File: src/rtl/seg7_scan_ctrl_if.sv
// Load/data bus between the datapath and the display scan controller.
// The master presents segment data and strobes load; the slave returns load_ack.
interface seg7_scan_ctrl_if #(
  parameter int unsigned N_DIGITS = 8,
  parameter int unsigned BRIGHT_W = 3
);
  logic [7*N_DIGITS-1:0] seg_in;
  logic [N_DIGITS-1:0]   dp_in;
  logic [N_DIGITS-1:0]   digit_en;
  logic [BRIGHT_W-1:0]   brightness;
  logic                  load;
  logic                  load_ack;

  modport master (
    output seg_in,
    output dp_in,
    output digit_en,
    output brightness,
    output load,
    input  load_ack
  );

  modport slave (
    input  seg_in,
    input  dp_in,
    input  digit_en,
    input  brightness,
    input  load,
    output load_ack
  );
endinterface

File: src/rtl/seg7_scan_ctrl.sv
// Self-timed multi-digit 7-segment scanner with per-digit enable, decimal points,
// PWM brightness, configurable pin polarity and frame-synchronous double buffering.
module seg7_scan_ctrl #(
  parameter int unsigned N_DIGITS       = 8,
  parameter int unsigned REFRESH_LOG2   = 17,
  parameter int unsigned BRIGHT_W       = 3,
  parameter bit          AN_ACTIVE_LOW  = 1'b1,
  parameter bit          SEG_ACTIVE_LOW = 1'b1
) (
  input  logic                clk,
  input  logic                reset,
  seg7_scan_ctrl_if.slave     bus,
  output logic [N_DIGITS-1:0] AA,
  output logic [6:0]          segment,
  output logic                dp,
  output logic                frame_done
);

  localparam int unsigned IdxW = (N_DIGITS > 1) ? $clog2(N_DIGITS) : 1;
  localparam logic [N_DIGITS-1:0] AnPol  = {N_DIGITS{AN_ACTIVE_LOW}};
  localparam logic [6:0]          SegPol = {7{SEG_ACTIVE_LOW}};

  logic [REFRESH_LOG2-1:0] presc_q;
  logic [IdxW-1:0]         idx_q;

  logic [7*N_DIGITS-1:0]   act_seg_q, pend_seg_q;
  logic [N_DIGITS-1:0]     act_dp_q, pend_dp_q;
  logic [N_DIGITS-1:0]     act_en_q, pend_en_q;
  logic                    pend_q;

  logic [N_DIGITS-1:0]     aa_q;
  logic [6:0]              seg_q;
  logic                    dp_q;
  logic                    ack_q;
  logic                    frame_done_q;

  logic                    slot_end;
  logic                    frame_end;
  logic                    lit;
  logic [BRIGHT_W-1:0]     duty_pos;
  logic [N_DIGITS-1:0]     an_d;
  logic [6:0]              seg_d;
  logic                    dp_d;

  assign slot_end  = &presc_q;
  assign frame_end = slot_end && (idx_q == IdxW'(N_DIGITS - 1));
  assign duty_pos  = presc_q[REFRESH_LOG2-1 -: BRIGHT_W];

  // Count 0 of every slot is forced dark so the previous digit cannot ghost into this one.
  assign lit = act_en_q[idx_q] && (duty_pos < bus.brightness) && (presc_q != '0);

  always_comb begin
    an_d  = '0;
    seg_d = '0;
    dp_d  = 1'b0;
    if (lit) begin
      an_d[idx_q] = 1'b1;
      seg_d       = act_seg_q[7*idx_q +: 7];
      dp_d        = act_dp_q[idx_q];
    end
  end

  always_ff @(posedge clk) begin
    if (!reset) begin
      presc_q      <= '0;
      idx_q        <= '0;
      act_seg_q    <= '0;
      act_dp_q     <= '0;
      act_en_q     <= '0;
      pend_seg_q   <= '0;
      pend_dp_q    <= '0;
      pend_en_q    <= '0;
      pend_q       <= 1'b0;
      aa_q         <= AnPol;
      seg_q        <= SegPol;
      dp_q         <= SEG_ACTIVE_LOW;
      ack_q        <= 1'b0;
      frame_done_q <= 1'b0;
    end else begin
      presc_q <= presc_q + 1'b1;
      if (slot_end) begin
        idx_q <= (idx_q == IdxW'(N_DIGITS - 1)) ? '0 : idx_q + 1'b1;
      end

      if (bus.load) begin
        pend_seg_q <= bus.seg_in;
        pend_dp_q  <= bus.dp_in;
        pend_en_q  <= bus.digit_en;
        pend_q     <= 1'b1;
      end

      ack_q <= 1'b0;
      // A load landing on the frame boundary bypasses the pending buffer and wins.
      if (frame_end) begin
        if (bus.load) begin
          act_seg_q <= bus.seg_in;
          act_dp_q  <= bus.dp_in;
          act_en_q  <= bus.digit_en;
        end else if (pend_q) begin
          act_seg_q <= pend_seg_q;
          act_dp_q  <= pend_dp_q;
          act_en_q  <= pend_en_q;
        end
        ack_q  <= bus.load || pend_q;
        pend_q <= 1'b0;
      end

      frame_done_q <= frame_end;
      aa_q         <= an_d ^ AnPol;
      seg_q        <= seg_d ^ SegPol;
      dp_q         <= dp_d ^ SEG_ACTIVE_LOW;
    end
  end

  assign AA           = aa_q;
  assign segment      = seg_q;
  assign dp           = dp_q;
  assign frame_done   = frame_done_q;
  assign bus.load_ack = ack_q;

endmodule

File: src/flat_wrapper.sv
// flat-port wrapper written by rule: the top's interface ports become plain ports
module seg7_scan_ctrl_flat 
#(
  parameter int unsigned N_DIGITS       = 8,
  parameter int unsigned REFRESH_LOG2   = 17,
  parameter int unsigned BRIGHT_W       = 3,
  parameter bit          AN_ACTIVE_LOW  = 1'b1,
  parameter bit          SEG_ACTIVE_LOW = 1'b1
)
  (clk, reset, AA, segment, dp, frame_done, bus_seg_in, bus_dp_in, bus_digit_en, bus_brightness, bus_load, bus_load_ack);
  seg7_scan_ctrl_if #(.N_DIGITS(N_DIGITS), .BRIGHT_W(BRIGHT_W)) bus_i ();
  input  logic clk;
  input  logic reset;
  output logic [N_DIGITS-1:0] AA;
  output logic [6:0] segment;
  output logic dp;
  output logic frame_done;
  input wire logic [$bits(bus_i.seg_in)-1:0] bus_seg_in;
  input wire logic [$bits(bus_i.dp_in)-1:0] bus_dp_in;
  input wire logic [$bits(bus_i.digit_en)-1:0] bus_digit_en;
  input wire logic [$bits(bus_i.brightness)-1:0] bus_brightness;
  input wire logic [$bits(bus_i.load)-1:0] bus_load;
  output wire logic [$bits(bus_i.load_ack)-1:0] bus_load_ack;
  assign bus_i.seg_in = bus_seg_in;
  assign bus_i.dp_in = bus_dp_in;
  assign bus_i.digit_en = bus_digit_en;
  assign bus_i.brightness = bus_brightness;
  assign bus_i.load = bus_load;
  assign bus_load_ack = bus_i.load_ack;
  seg7_scan_ctrl #(.N_DIGITS(N_DIGITS), .REFRESH_LOG2(REFRESH_LOG2), .BRIGHT_W(BRIGHT_W), .AN_ACTIVE_LOW(AN_ACTIVE_LOW), .SEG_ACTIVE_LOW(SEG_ACTIVE_LOW)) u_core (.clk(clk), .reset(reset), .bus(bus_i), .AA(AA), .segment(segment), .dp(dp), .frame_done(frame_done));
endmodule
File: config.mk
export PLATFORM = sky130hd
export DESIGN_NAME = seg7_scan_ctrl_flat
export DESIGN_NICKNAME = d
export VERILOG_FILES = /design/src/rtl/seg7_scan_ctrl_if.sv /design/src/rtl/seg7_scan_ctrl.sv /design/src/flat_wrapper.sv
export SDC_FILE = /design/constraint.sdc
export NUM_CORES = 1
export LEC_CHECK = 0
export ABC_AREA = 1
export CORE_ASPECT_RATIO = 1.2
export CORE_MARGIN = 2
export CORE_UTILIZATION = 47
export DETAILED_ROUTE_END_ITERATION = 7
export PLACE_DENSITY = 0.81
export SYNTH_ARGS = -nofsm -noshare
export SYNTH_HDL_FRONTEND = slang
export SYNTH_SLANG_ARGS = --single-unit
export TNS_END_PERCENT = 10
File: constraint.sdc
create_clock -name clk -period 6.58 [get_ports clk]
set_input_delay 1.974 -clock clk [delete_from_list [all_inputs] [get_ports clk]]
set_output_delay 1.974 -clock clk [all_outputs]
set_load 0.005 [all_outputs]
After elaboration in Yosys (flattened, before gate mapping)
Cells that the tools add are included.
Storage, ports and cells
  register bits after elaboration: 183
  bits of input ports: 78
  output and inout bits: 18
Operators by class
  add/sub/neg operators: 2
  multipliers: 1
  magnitude comparators: 3
  eq/ne operators: 1
  shift operators: 1
  mux-type cells: 16
  bitwise operators: 4
  reduce and logical (&&, ||, !) cells: 11
Operators by type and width (count)
  $mux 56: 2
  $shiftx 56x7->7: 1
  $mux 8: 5
  $add 17x1->17 const B: 1
  $reduce_and 17->1: 1
  $reduce_bool 17->1: 1
  $not 8->8: 1
  $mux 7: 1
  $not 7->7: 1
  $bmux 1 s3: 2
  $mul 3x3->6 const A: 1
  $logic_and 1x1->1: 4
  $lt 3x4->1 const B: 1
  $mux 1: 4
  $reduce_and 2->1: 2
  $add 3x1->3 const B: 1
  $demux 1 s3: 1
  $eq 3x3->1 const B: 1
  $ge 3x1->1 const B: 1
  $lt 3x3->1: 1
  $mux 3: 1
  $not 1->1: 2
  $reduce_bool 2->1: 1
  $reduce_or 2->1: 1
  $logic_or 1x1->1: 1

Logic depth before layout (Yosys ltp)
  word-level depth: 6
  mapped depth: 12

Least setup slack after synthesis
OpenSTA, ideal clock, no wires.
  path type: input-to-reg
  start point: in bus_brightness[1]
  end point: reg u_core.aa_q[0] (netlist: u_core.AA[0])
  arrival: 2.858 ns
  setup slack: 3.596 ns
  stages on the path: 7
  cell sequence: inv_1 ha_1 nand2_1 nand2_1 a21oi_2 buf_6 nand3_1
On the way
  longest elaborated chain between the ends: 5
Ends and longest elaborated chain
  start, declared: RTL line flat_wrapper.sv:21  | input wire logic [$bits(bus_i.brightness)-1:0] bus_brightness;
  $lt 3x3->1: RTL line seg7_scan_ctrl.sv:50  | assign lit = act_en_q[idx_q] && (duty_pos < bus.brightness) && (presc_q != '0);
  $logic_and 1x1->1 (2 in a row): RTL line seg7_scan_ctrl.sv:50
  $mux 8: RTL line seg7_scan_ctrl.sv:56  | if (lit) begin
  $not 8->8 (no line)
  end signal, assigned: RTL line seg7_scan_ctrl.sv:74  | aa_q <= AnPol;
  end signal, assigned: RTL line seg7_scan_ctrl.sv:109  | aa_q <= an_d ^ AnPol;
  end, declared: RTL line seg7_scan_ctrl.sv:31  | logic [N_DIGITS-1:0] aa_q;
Every way passes these cells.
A chain may end at the register's enable or synchronous reset.

Worst setup path in the final report
  start point: in reset
  end point: reg u_core.act_seg_q[29]
RTL lines
  start, declared: RTL line flat_wrapper.sv:13  | input logic reset;
  end signal, assigned: RTL line seg7_scan_ctrl.sv:96  | act_seg_q <= bus.seg_in;
  end signal, assigned: RTL line seg7_scan_ctrl.sv:100  | act_seg_q <= pend_seg_q;
  end, declared: RTL line seg7_scan_ctrl.sv:26  | logic [7*N_DIGITS-1:0] act_seg_q, pend_seg_q;
No word-level cell between the ends.

==> reports/qor.yml <==
route:
  drt-total-wl_um: 16800
  drtIter0Drc: 601
  drc: 0
  dr.pass1.iters: 6
  routed_via_density: 5.04
  drt.antenna.violating_nets: 0
  routedWlPerCell_um: 13.3
  dr_total_vias: 6376
clocking:
  cts_tree: "yes"
  clock_tree.root_cell: "clkbuf_16"
  postCtsSetupRepairBufs: 0
  ctsLongestPathBuffers: 2
  cts_resized: 0
  cts_buffers: 17
  path_clk_slew_ps: 60
  htree_levels: 4
  postCtsHoldBufs: 0
  clk_latency_ps: 430
  numClockSinks: 183
placement:
  globalplace.congestion: 0.840
  placed_area_um2: 8460
  dp_hpwl_um: 10800
  portBuffers: 95
min_path:
  min_path_type: "reg2reg"
  worst_hold_path.endpoint: "u_core.presc_q[0]"
  holdPathStages: 1
  min-delay-start: "u_core.presc_q[0]"
layout:
  nets: 1130
  insertedDiodeCount: 0
  drive_gt1_frac: 0.0785
  num-fill-cells: 1370
  stdcell_area_um2: 9100
  syn2layout_area_growth_pct: 21.4
setup_path:
  crit_path_start_kind: "input pin"
  worst_setup_path_end_kind: "flip-flop"
  path_cells: "clkdlybuf4s50_1, buf_4, inv_4, buf_4, a211oi_1"
  crit_type: "in2reg"
  reg2regPathDepth: 11
  crit_top_cell: "buf_4"
  r2r_slack_ps: 3570
  crit_family: "buffers and inverters"
  critPathRequiredTime_ps: 6860
  reg2reg_to: "u_core.act_dp_q[3]"
  slowest_delay_ps: 840
  critPathBufInv: 4
  critPathArrivalTime_ps: 4120
  r2r_start: "u_core.presc_q[0]"
  worst-path-max-fanout: 106
  cp_slowest_cell: "inv_4"
power:
  p_sw_frac: 0.216
  clockPowerShare: 0.458
  pwr-share-comb: 0.067
  p_per_area_nw_per_um2: 265
  p_seq_frac: 0.475
  p_leak_nw: 3.73
  ir_drop_mv: 0.192
  switchingPower_w: 0.000521
  power.internal_w: 0.00189
timing:
  hold_violations: 0
  finalMaxSlewViolations: 0
  layout_min_cycle_time_ps: 3840
  fin_crit_sh: 0.583
  fmax_ghz: 0.261
  relSlewSlack: 0.273
  rsz0062_at_grt: "false"
  finClkSkew_ps: 9.78
  tns_ps: 0
  setup_viol: 0
  worst_pin_slew_ps: 1090
synth:
  synth.distinct_cells: 25
  syn_inst: 982
  synth_fa_ha_area_frac: 0.0117
  synth_most_common_cell: "nand2_1"
  synth_commonest_cells: "187 x nand2_1, 183 x dfxtp_1, 172 x nor2_1, 108 x inv_1, 81 x o21ai_0"
  synth_top_family_by_area: "simple AND/OR/NAND/NOR gates"
  synth-edff-count: 0
  yosys.area.top_type: "dfxtp_1"
  synthArstFlopShare: 0
  muxShareOfSynthArea: 0.0195
  synth-compound-area-share: 0.143
  syn-num-nets: 1067
  syn_area_um2: 7500
  yosys_warnings: 0
  yosysSeqAreaShare: 0.489
  synth_area_leaders: "dfxtp_1 49%, nand2_1 9.4%, nor2_1 8.6%"
  synth_seq_cells: 183
  synth-simple-area-share: 0.239
  avgSynthCellArea_um2: 7.63
  yosysTopAreaCellShare: 0.489
  synthXorXnorAreaFrac: 0.00117
  synth-main-ff-cell: "dfxtp_1"
run:
  drv_cap: 0
floorplan:
  chipWidth_um: 119
  io_pins: 96
  initial_core_util: 0.481
  coreArea_um2: 15600
  rows: 50
  die_height_um: 142
  dieArea_um2: 17000
grt:
  grt_pass1_vias: 6030
  grt_max_degree: 107
  grt_pass1_wl_um: 27600
  grt_use_total: 0.202
  grt_overflow: 0
  antenna_found_initial: 0
run_status:
  status: "complete, no violations"
[how the worst max path moves through the flow]
stage                 startpoint  depth (start not counted)              endpoint
3_3_place_gp               reset                          5  u_core.act_seg_q[29]
4_1_cts                    reset                          5  u_core.act_seg_q[29]
2_1_floorplan  bus_brightness[1]                          7          u_core.AA[0]
3_5_place_dp               reset                          5  u_core.act_seg_q[29]
6_report                   reset                          5  u_core.act_seg_q[29]
5_1_grt                    reset                          5  u_core.act_seg_q[29]
[flip-flops by register name (all words and copies together), names as in the netlist]
name,cells
u_core.pend_dp_q,8
u_core.bus.load_ack,1
u_core.pend_en_q,8
u_core.act_en_q,8
u_core.segment,7
u_core.act_seg_q,56
u_core.idx_q,3
u_core.presc_q,17
u_core.pend_q,1
u_core.dp,1
u_core.AA,8
u_core.pend_seg_q,56
u_core.act_dp_q,8
u_core.frame_done,1
[cell type report]
| type | count | area, um^2 | share of cell area |
|---|---|---|---|
| Clock buffer | 20 | 447 | 0.0491 |
| Clock inverter | 11 | 196 | 0.0216 |
| Inverter | 114 | 430 | 0.0473 |
| Multi-Input combinational cell | 628 | 3110 | 0.342 |
| Sequential cell | 183 | 3660 | 0.403 |
| Tap cell | 208 | 260 | 0.0286 |
| Timing Repair Buffer | 101 | 993 | 0.109 |
[metal layers]
layer | vias up | share of wire | track usage
met3 | 30 | 0.043 | 0.0497
met5 | - | 0 | 0
li1 | 3264 | - | -
met1 | 2918 | 0.44 | 0.243
met2 | 164 | 0.49 | 0.347
met4 | 0 | 0.026 | 0.0799
[placed cells by master (no fill, tap or decap)]
cell             instances
inv_4                    1
nand3b_1                 1
clkbuf_16               17
inv_6                    1
bufinv_16                5
nand3_2                  4
mux2_2                  13
ha_1                     7
a211oi_1                42
a21oi_2                  1
dfxtp_1                183
xor2_1                   1
o21ai_0                 81
nand3_1                 64
buf_4                    7
clkdlybuf4s50_1         94
a211oi_2                17
inv_1                  108
inv_2                    5
nor2_2                   4
nor2_4                   2
clkbuf_8                 1
clkbuf_1                 2
nor3_1                   4
nand2_1                187
a21oi_1                 26
nand4_1                  2
nor2_1                 172
clkinvlp_4               5
[stage by stage]
stage	cells	hold WS, ps	total power, W	setup WS, ps	util
3_5_place_dp	1234	455	0.00133	2290	0.543
5_1_grt	1265	483	0.00250	2620	0.584
4_1_cts	1265	470	0.00242	2740	0.584
3_3_place_gp	1234	445	0.00133	2320	0.543
6_report	1265	461	0.00242	2740	0.584
2_1_floorplan	982	430	0.00126	3600	-
[logic make-up (layout without fill, tap and decap cells)]
kind of cell | Yosys count | count (layout)
AO/OA/AOI/OAI | 167 | 167
XOR/XNOR | 1 | 1
multiplexers | 13 | 13
buffers and inverters | 171 | 246
adder cells (fa/ha/maj) | 7 | 7
flip-flops | 183 | 183
AND/OR/NAND/NOR | 440 | 440
[power groups by stage]
| stage | Clock [W] | Sequential (W) | Combinational (W) |
|---|---|---|---|
| 5_1_grt | 0.00117 | 0.00115 | 0.000181 |
| 3_5_place_dp | 0 | 0.00117 | 0.000161 |
| 6_report | 0.00111 | 0.00115 | 0.000161 |
| 2_1_floorplan | 0 | 0.00117 | 0.0000953 |
| 4_1_cts | 0.00111 | 0.00115 | 0.000163 |
| 3_3_place_gp | 0 | 0.00117 | 0.000159 |
Note: power is estimated with default switching activity, not from simulation.
